[src/rtl/multdiv_issue_ctrl.sv]
// multdiv_issue_ctrl
//
// Upstream sequencer for the iterative multdiv unit. It sits between
// execute-stage decode and multdiv. It accepts one multiply or divide
// request per handshake and latches the operands. It then fires a
// single-cycle ctrl_MULT/ctrl_DIV pulse and keeps the operands steady
// while multdiv iterates. The completed result is handed to writeback
// through a valid/ready handshake.
//
// Ports:
//   clock, reset        system clock, synchronous active-high reset
//   in_valid/in_ready   request handshake from decode
//   in_op_mult/div      operation select (exactly one must be set)
//   in_operandA/B       operands, latched on accept
//   in_rd               destination-register tag, latched on accept
//   md_operandA/B       operands driven to multdiv, held until next accept
//   md_ctrl_MULT/DIV    one-cycle start pulses to multdiv
//   md_result           result returned by multdiv
//   md_exception        exception flag returned by multdiv
//   md_resultRDY        completion flag returned by multdiv
//   out_valid/out_ready result handshake to writeback
//   out_result          captured result (0 on illegal op or timeout)
//   out_exception       multdiv exception, illegal op or timeout
//   out_timeout         completion was caused by the watchdog
//   out_rd              tag of the completed request
//   busy                high whenever the sequencer is not idle (stall)

module multdiv_issue_ctrl #(
    parameter int TIMEOUT_CYCLES = 64,
    parameter int RD_BITS        = 5
) (
    input  logic               clock,
    input  logic               reset,

    input  logic               in_valid,
    output logic               in_ready,
    input  logic               in_op_mult,
    input  logic               in_op_div,
    input  logic [31:0]        in_operandA,
    input  logic [31:0]        in_operandB,
    input  logic [RD_BITS-1:0] in_rd,

    output logic [31:0]        md_operandA,
    output logic [31:0]        md_operandB,
    output logic               md_ctrl_MULT,
    output logic               md_ctrl_DIV,
    input  logic [31:0]        md_result,
    input  logic               md_exception,
    input  logic               md_resultRDY,

    output logic               out_valid,
    input  logic               out_ready,
    output logic [31:0]        out_result,
    output logic               out_exception,
    output logic               out_timeout,
    output logic [RD_BITS-1:0] out_rd,

    output logic               busy
);

    // The watchdog counts WAIT cycles starting from 0, so it only needs to
    // reach TIMEOUT_CYCLES-1.
    localparam int CNT_W = (TIMEOUT_CYCLES > 1) ? $clog2(TIMEOUT_CYCLES) : 1;
    localparam logic [CNT_W-1:0] CNT_LAST = CNT_W'(TIMEOUT_CYCLES - 1);

    typedef enum logic [1:0] {
        IDLE  = 2'd0,
        ISSUE = 2'd1,
        WAIT  = 2'd2,
        DONE  = 2'd3
    } state_t;

    state_t               state_q, state_d;
    logic [31:0]          opA_q, opA_d;
    logic [31:0]          opB_q, opB_d;
    logic                 ctrlMult_q, ctrlMult_d;
    logic                 ctrlDiv_q, ctrlDiv_d;
    logic [CNT_W-1:0]     count_q, count_d;
    logic [RD_BITS-1:0]   rdTag_q, rdTag_d;
    logic                 outValid_q, outValid_d;
    logic [31:0]          outResult_q, outResult_d;
    logic                 outExc_q, outExc_d;
    logic                 outTimeout_q, outTimeout_d;
    logic [RD_BITS-1:0]   outRd_q, outRd_d;
    logic                 busy_q, busy_d;

    logic                 accept;
    logic                 opLegal;

    // in_ready is the only combinational output. Gating it with reset keeps
    // decode from seeing an accept during the reset cycle.
    assign in_ready = (state_q == IDLE) & ~reset;
    assign accept   = in_valid & in_ready;
    assign opLegal  = in_op_mult ^ in_op_div;

    // Next-state and output computation. Every register holds its value by
    // default. The ctrl pulses default to 0, so they can only be high in the
    // cycle right after an accept, which is the ISSUE cycle.
    always_comb begin
        state_d      = state_q;
        opA_d        = opA_q;
        opB_d        = opB_q;
        ctrlMult_d   = 1'b0;
        ctrlDiv_d    = 1'b0;
        count_d      = count_q;
        rdTag_d      = rdTag_q;
        outValid_d   = outValid_q;
        outResult_d  = outResult_q;
        outExc_d     = outExc_q;
        outTimeout_d = outTimeout_q;
        outRd_d      = outRd_q;

        case (state_q)
            IDLE: begin
                if (accept) begin
                    opA_d   = in_operandA;
                    opB_d   = in_operandB;
                    rdTag_d = in_rd;
                    if (opLegal) begin
                        state_d    = ISSUE;
                        ctrlMult_d = in_op_mult;
                        ctrlDiv_d  = in_op_div;
                    end else begin
                        // Illegal op: no multdiv pulse is issued and the
                        // request completes at once as an exception.
                        state_d      = DONE;
                        outValid_d   = 1'b1;
                        outResult_d  = 32'd0;
                        outExc_d     = 1'b1;
                        outTimeout_d = 1'b0;
                        outRd_d      = in_rd;
                    end
                end
            end

            ISSUE: begin
                // md_resultRDY may still be high from the previous
                // operation, so it is ignored here.
                count_d = '0;
                state_d = WAIT;
            end

            WAIT: begin
                count_d = count_q + CNT_W'(1);
                if (md_resultRDY) begin
                    // A result that arrives in the timeout cycle wins.
                    state_d      = DONE;
                    outValid_d   = 1'b1;
                    outResult_d  = md_result;
                    outExc_d     = md_exception;
                    outTimeout_d = 1'b0;
                    outRd_d      = rdTag_q;
                end else if (count_q == CNT_LAST) begin
                    state_d      = DONE;
                    outValid_d   = 1'b1;
                    outResult_d  = 32'd0;
                    outExc_d     = 1'b1;
                    outTimeout_d = 1'b1;
                    outRd_d      = rdTag_q;
                end
            end

            DONE: begin
                if (out_ready) begin
                    state_d    = IDLE;
                    outValid_d = 1'b0;
                end
            end

            default: begin
                state_d = IDLE;
            end
        endcase

        busy_d = (state_d != IDLE);
    end

    // State and output registers. Reset discards any in-flight operation.
    // Because the FSM then sits in IDLE, a late md_resultRDY is ignored.
    always_ff @(posedge clock) begin
        if (reset) begin
            state_q      <= IDLE;
            opA_q        <= 32'd0;
            opB_q        <= 32'd0;
            ctrlMult_q   <= 1'b0;
            ctrlDiv_q    <= 1'b0;
            count_q      <= '0;
            rdTag_q      <= '0;
            outValid_q   <= 1'b0;
            outResult_q  <= 32'd0;
            outExc_q     <= 1'b0;
            outTimeout_q <= 1'b0;
            outRd_q      <= '0;
            busy_q       <= 1'b0;
        end else begin
            state_q      <= state_d;
            opA_q        <= opA_d;
            opB_q        <= opB_d;
            ctrlMult_q   <= ctrlMult_d;
            ctrlDiv_q    <= ctrlDiv_d;
            count_q      <= count_d;
            rdTag_q      <= rdTag_d;
            outValid_q   <= outValid_d;
            outResult_q  <= outResult_d;
            outExc_q     <= outExc_d;
            outTimeout_q <= outTimeout_d;
            outRd_q      <= outRd_d;
            busy_q       <= busy_d;
        end
    end

    assign md_operandA   = opA_q;
    assign md_operandB   = opB_q;
    assign md_ctrl_MULT  = ctrlMult_q;
    assign md_ctrl_DIV   = ctrlDiv_q;
    assign out_valid     = outValid_q;
    assign out_result    = outResult_q;
    assign out_exception = outExc_q;
    assign out_timeout   = outTimeout_q;
    assign out_rd        = outRd_q;
    assign busy          = busy_q;

endmodule

[config.mk]
export PLATFORM = sky130hd
export DESIGN_NAME = multdiv_issue_ctrl
export DESIGN_NICKNAME = d
export VERILOG_FILES = /design/src/rtl/multdiv_issue_ctrl.sv
export SDC_FILE = /design/constraint.sdc
export NUM_CORES = 1
export LEC_CHECK = 0
export ABC_CLOCK_PERIOD_IN_PS = 3950
export CAP_MARGIN = 20
export CORE_MARGIN = 5
export CORE_UTILIZATION = 35
export DETAILED_ROUTE_END_ITERATION = 7
export MAX_ROUTING_LAYER = met4
export PLACE_DENSITY = 0.67
export SETUP_SLACK_MARGIN = 0.05
export SLEW_MARGIN = 10
export SYNTH_ARGS = -nofsm -noshare
export SYNTH_HDL_FRONTEND = slang
export SYNTH_SLANG_ARGS = --single-unit
[constraint.sdc]
create_clock -name clock -period 3.95 [get_ports clock]
set_input_delay 0.5925 -clock clock [delete_from_list [all_inputs] [get_ports clock]]
set_output_delay 0.5925 -clock clock [all_outputs]
set_load 0.005 [all_outputs]
==> run_results.csv <==
group,metric,value,unit
place,io_buffers,216,
die,die_width,124.1,um
global_route,grt_max_degree,59,
global_route,grt_pass1_vias,4412,
worst_setup_path,crit_arrival,2.01,ns
cells_and_area,syn_to_final_growth,62.68,%
logic_synthesis,seq_area_frac_synth,52.69,%
logic_synthesis,yosysTopAreaCell,"dfxtp_1",
cells_and_area,utilization,58.54,%
die,num_rows,41,
outcome,status,"complete, no violations",
detailed_routing,ant_nets,0,
logic_synthesis,yosys.cell_types.count,39,
logic_synthesis,yosys.area.top_type_share,52.69,%
clock_tree,postCtsSetupBuffers,0,
clock_tree,clock_tree.root_cell,"clkbuf_16",
die,initial_utilization,35.98,%
global_route,gr-total-overflow,0,
clock_tree,clock_sinks,120,
worst_setup_path,worstPathRequired,3.36,ns
logic_synthesis,synthesis.nets,658,
sta,clock.fmax,0.3835,GHz
global_route,grtUsageMet3,7.084,%
logic_synthesis,yosys.cell_count.top_type,"nand2_1",
worst_setup_path,cp_max_fo,14,
logic_synthesis,synth_area_leaders,"dfxtp_1, nand2_1, mux2i_1, nand3_1, clkbuf_1",
worst_setup_path,cp-start-kind,"input port",
detailed_routing,via_per_inst,4.710,
flow_run,cap_violations,0,
detailed_routing,drtPass1Iterations,4,
sta,setup_viol,0,
global_route,antenna_found_initial,1,
logic_synthesis,async_flop_share,0,%
logic_synthesis,synth-seq-cells,120,
cells_and_area,multi_input_area,1976,um^2
clock_tree,clockBufferDepth,2,
sta,relSlewSlack,46.82,%
detailed_routing,wl_per_cell,15.49,um
clock_tree,cts_tree,"done",
sta,holdWs,0.4506,ns
cells_and_area,drive_gt1_share,5.658,%
detailed_routing,dr_total_vias,4394,
clock_tree,cts_hold_buffers,0,
place,dp_cells,900,
detailed_routing,drc,0,
clock_tree,clkSlewWorstSetupHoldPaths,0.05,ns
clock_tree,numCtsBuffers,17,
die,io_pins,217,
clock_tree,cts_resized,0,
global_route,gr-usage-met1,21.34,%
logic_synthesis,synth-edff-count,0,
logic_synthesis,synth_top_family_by_area,"simple AND/OR/NAND/NOR gates",
clock_tree,htreeDepth,4,
worst_setup_path,reg2reg_depth,7,
power,power_density,582.0,nW/um^2
die,coreArea,12670,um^2
place,dpl.hpwl,10370,um
place,gp_congestion,0.7957,
logic_synthesis,syn-instance-count,543,
global_route,top_usage_layer,"met2",
die,dieArea,15410,um^2
sta,hold_viol,0,
cells_and_area,regArea,2402,um^2
detailed_routing,drt_wl_total,14450,um
logic_synthesis,synth_common_cells,"nand2_1, dfxtp_1, nand3_1",
worst_setup_path,r2r_setup_slack,1.56,ns
logic_synthesis,avgSynthCellArea,8.397,um^2
logic_synthesis,ys.warnings.count,0,
clock_tree,worstSkewPairLatency,0.40,ns
power,power,4.317,mW
worst_setup_path,end_kind,"output pin",
worst_setup_path,worstReg2RegEnd,"out_result[3]",
min_path,hold_end,"md_operandA[7]",
cells_and_area,fillers,1128,
global_route,grt_first_pass_wirelength,22060,um
sta,min_period,2.608,ns
global_route,grt.total_usage,19.17,%
logic_synthesis,yosys-mux-area-fraction,8.342,%
sta,worstMarginPinSlew,0.7909,ns
sta,fin_tns_setup,0,ns
logic_synthesis,synth-compound-area-share,4.446,%
sta,fin_skew,0.004887,ns
sta,finalCritPeriodShare,66.01,%
min_path,worstHoldPathType,"flop to flop",
power,peakVddDrop,0.3696,mV
detailed_routing,drt-initial-drc-count,275,
sta,rsz0062_at_grt,"false",
sta,report.final.slew_viol_count,0,
cells_and_area,nets,862,
cells_and_area,instances_no_fill,933,
logic_synthesis,synth_fa_ha_area_share,1.647,%
worst_setup_path,critical_path_class,"input port to output pin",
worst_setup_path,rr_startpoint,"state_q[0]",
logic_synthesis,synthXorXnorAreaFrac,0.7684,%
logic_synthesis,synthFlopType,"dfxtp_1",
min_path,hp-start,"md_operandA[7]",
logic_synthesis,synth_area,4559,um^2
logic_synthesis,synth-simple-area-share,27.96,%
min_path,whs_path_depth,2,
die,die_y,124.1,um
power,p_leak,3.044,nW
global_route,grt_util_met2,31.18,%
per-layer routing:
layer  wire length (um)  vias to the layer above  part of all wire, %
met2               7341                      139                   51
met4                333                        0                  2.3
li1                   -                     2190                    -
met5                  0                        -                    0
met3               1010                       24                  7.0
met1               5767                     2041                   40
through the flow:
| stage | area [um^2] | setup slack, ns |
|---|---|---|
| after global placement | 6834 | 1.102 |
| final | 7417 | 1.343 |
| after CTS | 7415 | 1.344 |
| after floorplan | 4559 | 2.118 |
| after detailed placement | 6834 | 1.024 |
| after global routing | 7417 | 1.203 |
kinds of logic (layout without fill, tap and decap cells):
logic type               count (synthesis)  after routing
AO/OA/AOI/OAI                           29             29
XOR/XNOR                                 4              4
adder cells (fa/ha/maj)                  6              6
buffers and inverters                   44            261
flip-flops                             120            120
multiplexers                            38             38
other                                    0              1
AND/OR/NAND/NOR                        302            302
layout make-up:
cell class	count	area share, %
sequential	120	32.39
timing repair buffer	224	29.96
multi-input combinational	379	26.64
clock buffer	25	6.950
tap	172	2.901
clock inverter	7	0.8772
inverter	5	0.2530
antenna	1	0.03374
worst max-delay path by stage:
| stage | startpoint | end | slack, ns | cells past startpoint |
|---|---|---|---|---|
| 2_1_floorplan | reset | out_result[26] | 2.12 | 6 |
| 3_5_place_dp | reset | out_result[23] | 1.02 | 6 |
| 6_report | reset | in_ready | 1.34 | 3 |
| 4_1_cts | reset | in_ready | 1.34 | 3 |
| 5_1_grt | reset | in_ready | 1.20 | 3 |
| 3_3_place_gp | reset | out_result[10] | 1.10 | 6 |
cells in the final DEF (no fill, tap or decap), types with 2 or more instances in the layout:
cell type | synthesis | layout
a31oi_1 | 5 | 5
nand3_1 | 70 | 70
dfxtp_1 | 120 | 120
nor2b_1 | 7 | 7
o21ai_0 | 4 | 4
clkdlybuf4s50_1 | 0 | 216
ha_1 | 6 | 6
clkbuf_8 | 0 | 6
clkinv_2 | 0 | 4
a211oi_1 | 7 | 7
a21oi_1 | 3 | 3
buf_4 | 3 | 8
clkbuf_1 | 30 | 2
clkinvlp_4 | 0 | 2
o21a_1 | 2 | 2
inv_1 | 4 | 4
mux2i_1 | 38 | 38
clkbuf_16 | 0 | 17
xor2_1 | 3 | 3
nor2_1 | 8 | 8
nand2_1 | 206 | 206
nand4_1 | 2 | 2
registers in the layout (all words and copies together) (netlist names):
signal,flops
busy,1
count_q,6
md_ctrl_DIV,1
md_ctrl_MULT,1
md_operandA,32
md_operandB,32
out_exception,1
out_rd,5
out_result,32
out_timeout,1
out_valid,1
rdTag_q,5
state_q,2
power by group:
group | switching, mW | internal [mW]
registers | 0.123 | 1.43
logic | 0.589 | 0.692
clock network | 0.517 | 0.961
total | 1.23 | 3.09
critical path, cell delays in order:
cell             delay (ns)
clkdlybuf4s50_1        0.66
nor2b_1                0.24
clkdlybuf4s50_1        0.52
Power figures use the tool's default switching activity.
